File: config.mk
export PLATFORM = sky130hd
export DESIGN_NAME = adc_stream_packer
export DESIGN_NICKNAME = d
export VERILOG_FILES = /design/src/rtl/adc_stream_packer.sv
export SDC_FILE = /design/constraint.sdc
export NUM_CORES = 1
export LEC_CHECK = 0
export CAP_MARGIN = 25
export CORE_UTILIZATION = 55
export CTS_CLUSTER_SIZE = 25
export DETAILED_ROUTE_END_ITERATION = 16
export PLACE_DENSITY_LB_ADDON = 0.05
export SLEW_MARGIN = 20
export SYNTH_ARGS = -nofsm -noshare
export SYNTH_HDL_FRONTEND = slang
export SYNTH_SLANG_ARGS = --single-unit
export TNS_END_PERCENT = 20
File: constraint.sdc
create_clock -name adc_read_clk -period 4.3 [get_ports adc_read_clk]
set_clock_uncertainty 0.1 [all_clocks]
set_input_delay 1.075 -clock adc_read_clk [delete_from_list [all_inputs] [get_ports adc_read_clk]]
set_output_delay 1.075 -clock adc_read_clk [all_outputs]
set_load 0.01 [all_outputs]
File: src/rtl/adc_stream_packer.sv
// AD4003 readout back end: snapshots all channel words per sample strobe and
// streams them as a header + sign-extended channel frame on a 32-bit AXI4-Stream.

package adc_stream_packer_pkg;

   localparam logic [7:0] HDR_MAGIC = 8'hA5;

   typedef struct packed {
      logic [7:0]  magic;
      logic [7:0]  n_ch;
      logic [15:0] seq;
   } hdr_t;

endpackage

module adc_stream_packer
   import adc_stream_packer_pkg::*;
#(
   parameter int unsigned ADC_CHANNELS   = 8,
   parameter int unsigned ADC_DATA_WIDTH = 18
) (
   input  logic                                   adc_read_clk,
   input  logic                                   rstn,
   input  logic                                   acq_en,
   input  logic                                   sample_valid,
   input  logic [ADC_DATA_WIDTH*ADC_CHANNELS-1:0] adc_data_arr,
   output logic [31:0]                            m_axis_tdata,
   output logic                                   m_axis_tvalid,
   input  logic                                   m_axis_tready,
   output logic                                   m_axis_tlast,
   output logic [31:0]                            sample_cnt,
   output logic                                   overrun
);

   localparam int unsigned BUS_W   = 32;
   localparam int unsigned CNT_W   = 32;
   localparam int unsigned CH_W    = (ADC_CHANNELS > 1) ? $clog2(ADC_CHANNELS) : 1;
   localparam logic [CH_W-1:0] CH_LAST = CH_W'(ADC_CHANNELS - 1);

   typedef enum logic [1:0] {IDLE, HDR, DATA} state_t;

   state_t                    state_q, state_d;
   logic [CH_W-1:0]           ch_q, ch_d, ch_nxt;
   logic [ADC_DATA_WIDTH-1:0] shadow_q [ADC_CHANNELS];
   logic [ADC_DATA_WIDTH-1:0] shadow_d [ADC_CHANNELS];
   logic [BUS_W-1:0]          tdata_q, tdata_d;
   logic                      tvalid_q, tvalid_d;
   logic                      tlast_q, tlast_d;
   logic [CNT_W-1:0]          cnt_q, cnt_d;
   logic                      ovr_q, ovr_d;

   logic hs, last_hs, accept, drop;
   hdr_t hdr;

   function automatic logic [BUS_W-1:0] sext(input logic [ADC_DATA_WIDTH-1:0] w);
      return {{(BUS_W - ADC_DATA_WIDTH){w[ADC_DATA_WIDTH-1]}}, w};
   endfunction

   // A new sample may start a frame only when idle or exactly as the last beat leaves
   assign hs      = tvalid_q & m_axis_tready;
   assign last_hs = (state_q == DATA) && (ch_q == CH_LAST) && hs;
   assign accept  = sample_valid & acq_en & ((state_q == IDLE) | last_hs);
   assign drop    = sample_valid & acq_en & ~accept;

   always_comb begin
      state_d  = state_q;
      ch_d     = ch_q;
      shadow_d = shadow_q;
      tdata_d  = tdata_q;
      tvalid_d = tvalid_q;
      tlast_d  = tlast_q;
      cnt_d    = cnt_q;
      ovr_d    = ovr_q;
      ch_nxt   = ch_q + CH_W'(1);
      hdr      = '{magic: HDR_MAGIC, n_ch: 8'(ADC_CHANNELS), seq: cnt_q[15:0]};

      unique case (state_q)
         IDLE: state_d = IDLE;
         HDR: begin
            if (hs) begin
               state_d = DATA;
               ch_d    = '0;
               tdata_d = sext(shadow_q[0]);
               tlast_d = (CH_LAST == '0);
            end
         end
         DATA: begin
            if (hs) begin
               if (ch_q == CH_LAST) begin
                  state_d  = IDLE;
                  ch_d     = '0;
                  tvalid_d = 1'b0;
                  tlast_d  = 1'b0;
               end else begin
                  ch_d    = ch_nxt;
                  tdata_d = sext(shadow_q[ch_nxt]);
                  tlast_d = (ch_nxt == CH_LAST);
               end
            end
         end
         default: state_d = IDLE;
      endcase

      // Accept overrides the end-of-frame transition so frames run back to back
      if (accept) begin
         for (int unsigned c = 0; c < ADC_CHANNELS; c++) begin
            shadow_d[c] = adc_data_arr[c*ADC_DATA_WIDTH +: ADC_DATA_WIDTH];
         end
         state_d  = HDR;
         ch_d     = '0;
         tdata_d  = hdr;
         tvalid_d = 1'b1;
         tlast_d  = 1'b0;
      end

      if (!acq_en) begin
         cnt_d = '0;
         ovr_d = 1'b0;
      end else begin
         if (accept) cnt_d = cnt_q + CNT_W'(1);
         if (drop)   ovr_d = 1'b1;
      end
   end

   always_ff @(posedge adc_read_clk or negedge rstn) begin
      if (!rstn) begin
         state_q  <= IDLE;
         ch_q     <= '0;
         shadow_q <= '{default: '0};
         tdata_q  <= '0;
         tvalid_q <= 1'b0;
         tlast_q  <= 1'b0;
         cnt_q    <= '0;
         ovr_q    <= 1'b0;
      end else begin
         state_q  <= state_d;
         ch_q     <= ch_d;
         shadow_q <= shadow_d;
         tdata_q  <= tdata_d;
         tvalid_q <= tvalid_d;
         tlast_q  <= tlast_d;
         cnt_q    <= cnt_d;
         ovr_q    <= ovr_d;
      end
   end

   assign m_axis_tdata  = tdata_q;
   assign m_axis_tvalid = tvalid_q;
   assign m_axis_tlast  = tlast_q;
   assign sample_cnt    = cnt_q;
   assign overrun       = ovr_q;

endmodule

### Word-level counts from Yosys, hierarchy flattened

Index checks and enable logic that the tools add are counted.

| storage, ports and cells | value |
|---|---|
| memories | 0 |
| ROM bits | 0 |
| output and inout bits | 67 |
| input bits | 149 |
| bits in registers | 216 |
| word-level logic and storage cells | 77 |
| latch bits | 0 |
| bits in writable memories | 0 |

| operators by class | value |
|---|---|
| multiply operators | 0 |
| reduce and logical (&&, ||, !) cells | 11 |
| bitwise gates (word level) | 7 |
| shift operators | 0 |
| equal/unequal tests | 10 |
| $lt $le $gt $ge | 1 |
| mux-type cells | 31 |
| div/mod/pow operators | 0 |
| $add $sub $neg | 2 |

Operator list:

| operator | count |
|---|---|
| $mux 32 | 6 |
| $pmux 32 s2 | 1 |
| $bmux 18 s3 | 1 |
| $mux 18 | 2 |
| $add 32x1->32 const B | 1 |
| $mux 3 | 4 |
| $mux 1 | 10 |
| $ne 3x3->1 const B | 3 |
| $reduce_and 3->1 | 3 |
| $mux 2 | 4 |
| $eq 3x3->1 const B | 2 |
| $pmux 3 s2 | 1 |
| $reduce_bool 2->1 | 3 |
| $and 1x1->1 | 4 |
| $ge 4x4->1 const B | 1 |
| $ne 2x1->1 const B | 2 |
| $not 3->4 | 1 |
| $pmux 2 s2 | 1 |
| $reduce_and 4->1 | 1 |
| $add 3x1->3 const B | 1 |
| $ne 3x2->1 const B | 1 |
| $reduce_bool 3->1 | 1 |
| $eq 2x1->1 const B | 1 |
| $eq 2x2->1 const B | 1 |
| other kinds (5) | 6 |

### Longest topological paths before layout

| logic depth | value |
|---|---|
| depth in word-level cells | 9 |
| mapped depth | 10 |

### Worst setup path after synthesis

Ideal clock, no wire load.

| timing | value |
|---|---|
| kind | input to register |
| from | input acq_en |
| to | register tdata_q[10] (netlist: m_axis_tdata[10]) |
| setup slack | 1.832 ns |
| stages | 7 |
| path buffers | 2 |
| data required time | 4.073 ns |
| data arrival time | 2.241 ns |
| setup time | 0.127 ns |
| cells stage by stage | buf_2 -> nand2_1 -> a211o_1 -> clkbuf_1 -> o311a_1 -> a221oi_1 -> nor2_1 |

| between the ends | value |
|---|---|
| cells in the longest elaborated chain, start to end | 4 |
| elaborated cells between the ends (all ways) | 8 |
| classes of those cells | 3 x eq/ne; 1 x mux; 2 x bitwise; 2 x reduce/logical |

Ends and longest elaborated chain:

| what | RTL line | RTL |
|---|---|---|
| start, declared | 24 | `input logic acq_en,` |
| $and 1x1->1 (*) (2 in a row) | 62 | `assign accept = sample_valid & acq_en & ((state_q == IDLE) \| last_hs);` |
| $ne 3x3->1 (no source line) / $reduce_bool 3->1 (equally long branches) | - |  |
| $reduce_and 4->1 (no source line) | - |  |
| end signal, assigned | 139 | `tdata_q <= tdata_d;` |
| end, declared | 46 | `logic [BUS_W-1:0] tdata_q, tdata_d;` |

Mark *: on every way between the ends. The rest lies on a longest branch, timed or not.
A chain may end at the register's enable or synchronous reset.

### Worst setup path after layout

| timing | value |
|---|---|
| from | register ch_q[0] |
| to | register tdata_q[1] (netlist: m_axis_tdata[1]) |

| between the ends | value |
|---|---|
| cells in the longest elaborated chain, start to end | 9 |
| elaborated cells between the ends (all ways) | 19 |
| classes of those cells | 1 x add/sub; 4 x eq/ne; 7 x mux; 3 x bitwise; 4 x reduce/logical |

Ends and longest elaborated chain:

| what | RTL line | RTL |
|---|---|---|
| start, declared | 43 | `logic [CH_W-1:0] ch_q, ch_d, ch_nxt;` |
| start signal, assigned | 137 | `ch_q <= ch_d;` |
| $add 3x1->3 | 74 | `ch_nxt = ch_q + CH_W'(1);` |
| $not 3->4 (implied by the code) | 96 | `tdata_d = sext(shadow_q[ch_nxt]);` |
| $bmux 18 s3 | 96 |  |
| $mux 18 (implied by the code) (2 in a row) | 96 |  |
| $mux 32 | 89 | `if (ch_q == CH_LAST) begin` |
| $mux 32 | 88 | `if (hs) begin` |
| $pmux 32 s2 | 77 | `unique case (state_q)` |
| $mux 32 | 105 | `if (accept) begin` |

Parallel ways exist; a longest one is shown, timed or not. The select of a mux whose other input is x is not followed.

==> flow_metrics.tcl <==
set metrics [dict create \
    timing.fmax_mhz 306.7 \
    io_buffers 215 \
    cp-startpoint "ch_q[0]" \
    use_met2_pct 47.84 \
    dpl.hpwl_microns 17520 \
    ys_warn_count 0 \
    p_per_area_mw_per_mm2 657.4 \
    synth_area_per_cell_sq_um 9.393 \
    met1_usage_pct 40.42 \
    netlist_top_cells_count "471 x nand2_1, 203 x dfrtp_1, 53 x nor2_1" \
    first_pass_iters 5 \
    p_total_uw 8325 \
    synth_edf_count 0 \
    setup_viol 0 \
    vdd_drop_max_mv 0.3522 \
    via_per_inst 5.575 \
    drcViolationCount 0 \
    p_comb_share_pct 36.9 \
    cts_buffer_depth 3 \
    report.final.hold_viol_count 0 \
    syn-num-nets 1181 \
    pwr-share-clk_pct 24.4 \
    finalMaxSlewViolations 0 \
    post-route-period-util_pct 75.82 \
    ys_ff_latch 203 \
    internal_power_uw 5452 \
    critical-path-top-delay-family "adder cells" \
    path_buf_inv 2 \
    die-area_sq_mm 0.01809 \
    grt_first_pass_wirelength_microns 41480 \
    top_usage_layer "met2" \
    cts.sinks 203 \
    status "finished clean" \
    cts_tree "built" \
    synth-seq-area-share_pct 52.61 \
    start_util_pct 56.02 \
    slowest_delay_ps 1000 \
    path_clk_slew_ps 60 \
    core_sq_mm 0.01724 \
    leakagePower_uw 0.005895 \
    wl_microns 25880 \
    cts_root_buf "clkbuf_16" \
    p_sw_uw 2873 \
    antenna_left 0 \
    ctsHoldBuffers 0 \
    final_area_sq_mm 0.01266 \
    gp_congestion 0.8566 \
    min_path_type "register to register" \
    areaGrowthSynthToFinish_pct 31.16 \
    crit_chain "buf_4 > inv_1 > ha_1 > mux2_2 > a221oi_1 > nor2_1" \
    clock_latency_ps 510 \
    fillCellCount 1302 \
    overflow 0 \
    fp.dieH_microns 134.5 \
    grtUsageTotal_pct 29.77 \
    endpoint_kind "register" \
    wire_per_inst_microns 17.92 \
    fp.dieW_microns 134.5 \
    slowest_stage "ha_1" \
    r2r-start "ch_q[0]" \
    via_count 8051 \
    finalSetupTns_ps 0 \
    synthTopCellsByArea "dfrtp_1 53%, nand2_1 18%, mux4_2 7.9%" \
    grt_setup_unrepaired "no" \
    dpl_cell_area_sq_mm 0.01187 \
    htreeDepth 1 \
    crit_required_ps 4580 \
    antenna_found_initial 0 \
    maxCapViolations 0 \
    critPathLaunchType "register" \
    grt_pass1_vias 7860 \
    syn-instance-count 1028 \
    synth_top_cell_by_area "dfrtp_1" \
    worstMarginPinSlew_ps 1033 \
    ios 216 \
    switching_share_pct 34.51 \
    crit_type "register to register" \
    synth_area_sq_mm 0.009656 \
    crit_fanout 42 \
    hp-start "shadow_q[5]" \
    synth-async-reset-ratio_pct 100.0 \
    drt_iter0_drc 632 \
    drive_above_1_share_pct 8.778 \
    ctsResizeCount 0 \
    layout_setup_ws_ps 1040 \
    arrival_ps 3540 \
    synthFlopType "dfrtp_1" \
    timing.slew.headroom_pct 31.12 \
    synth_cell_types 49 \
    antennaDiodeCount 0 \
    yosys.area.top_type_share_pct 52.61 \
    met3_usage_pct 5.105 \
    grt_max_degree 171 \
    postCtsSetupRepairBufs 0 \
    pre_cts_ws_ps 830.8 \
    num-nets-final 1356 \
    p_seq_share_pct 38.7 \
    cts_buffers 22 \
    num_rows 48 \
    synth.most_common_cell "nand2_1" \
    fin_crit_ps 3260 \
]
[path summary, 6_finish.rpt]
check / cells past startpoint / to / slack (ps)
max: 6 / m_axis_tdata[1] / 1040
min in group asynchronous: 1 / shadow_q[55] / 470
min reg2reg: 2 / shadow_q[5] / 370
max reg2reg: 6 / m_axis_tdata[1] / 1040
max in group asynchronous: 2 / shadow_q[106] / 2690
min: 2 / shadow_q[5] / 370
[sequential cells by signal, summed over array words and instances, names as in the netlist]
signal	flops
shadow_q	144
sample_cnt	32
m_axis_tdata	19
ch_q	3
state_q	2
m_axis_tlast	1
m_axis_tvalid	1
overrun	1
[layout make-up]
| cell class | count | area (sq um) | area share (%) |
|---|---|---|---|
| Sequential cell | 203 | 5081 | 40.12 |
| Multi-Input combinational cell | 744 | 4205 | 33.20 |
| Timing Repair Buffer | 227 | 2283 | 18.03 |
| Clock buffer | 31 | 665.6 | 5.256 |
| Tap cell | 225 | 281.5 | 2.223 |
| Clock inverter | 9 | 128.9 | 1.018 |
| Inverter | 5 | 18.77 | 0.1482 |
[tightest hold or removal path: stages, from the launching register on]
cell	delay, ps
dfrtp_1	330
nand2_1	50
nand2_1	50
[power groups by stage]
stage	clock (uW)	sequential, uW	combinational [uW]
finish	2030	3220	3070
global route	2130	3310	3340
CTS	2060	3210	3080
detailed placement	0	3230	3040
global placement	0	3180	2980
floorplan	0	3050	2070
[placed cells by master (no fill, tap or decap), types with 4 or more instances in the layout]
| cell type | n |
|---|---|
| clkinv_2 | 4 |
| clkbuf_8 | 7 |
| clkbuf_16 | 23 |
| nand3_1 | 16 |
| nor3_1 | 4 |
| o311a_1 | 14 |
| dfrtp_1 | 202 |
| mux2_2 | 16 |
| o21ai_0 | 14 |
| and3_1 | 9 |
| mux2i_1 | 13 |
| xor2_1 | 11 |
| and2_1 | 4 |
| buf_4 | 9 |
| a221oi_1 | 14 |
| mux4_2 | 34 |
| inv_1 | 4 |
| nor2_1 | 53 |
| nand2_1 | 470 |
| nand4_1 | 14 |
| o211ai_1 | 4 |
| nand2b_1 | 4 |
| o31ai_1 | 5 |
| a21oi_1 | 8 |
| clkdlybuf4s50_1 | 214 |
[kinds of logic (layout without fill, tap and decap cells)]
group,Yosys count,count (layout),synth area share (%)
adders and majority gates,4,4,0.5184
buffers and inverters,81,272,4.017
and+or+nand+nor,591,591,24.66
muxes,63,63,11.14
AOI/OAI and AO/OA,72,72,5.780
DFF,203,203,52.61
xor gates and xnor gates,14,14,1.270
[routing by layer]
metal	part of all wire [%]	vias to the layer above	routed length (microns)
li1	-	3756	-
met1	41	3906	10600
met2	48	328	12460
met3	7.0	61	1823
met4	3.9	0	998
met5	0	-	0
[through the flow]
stage,std cells,utilization [%],hold slack (ps)
after detailed placement,1404,68.87,357.5
after floorplan,1028,-,340.3
after global routing,1444,73.48,380.4
after global placement,1404,68.87,353.1
after CTS,1444,73.48,371.0
final,1444,73.48,365.9
Note: power is estimated with default switching activity, not from simulation.
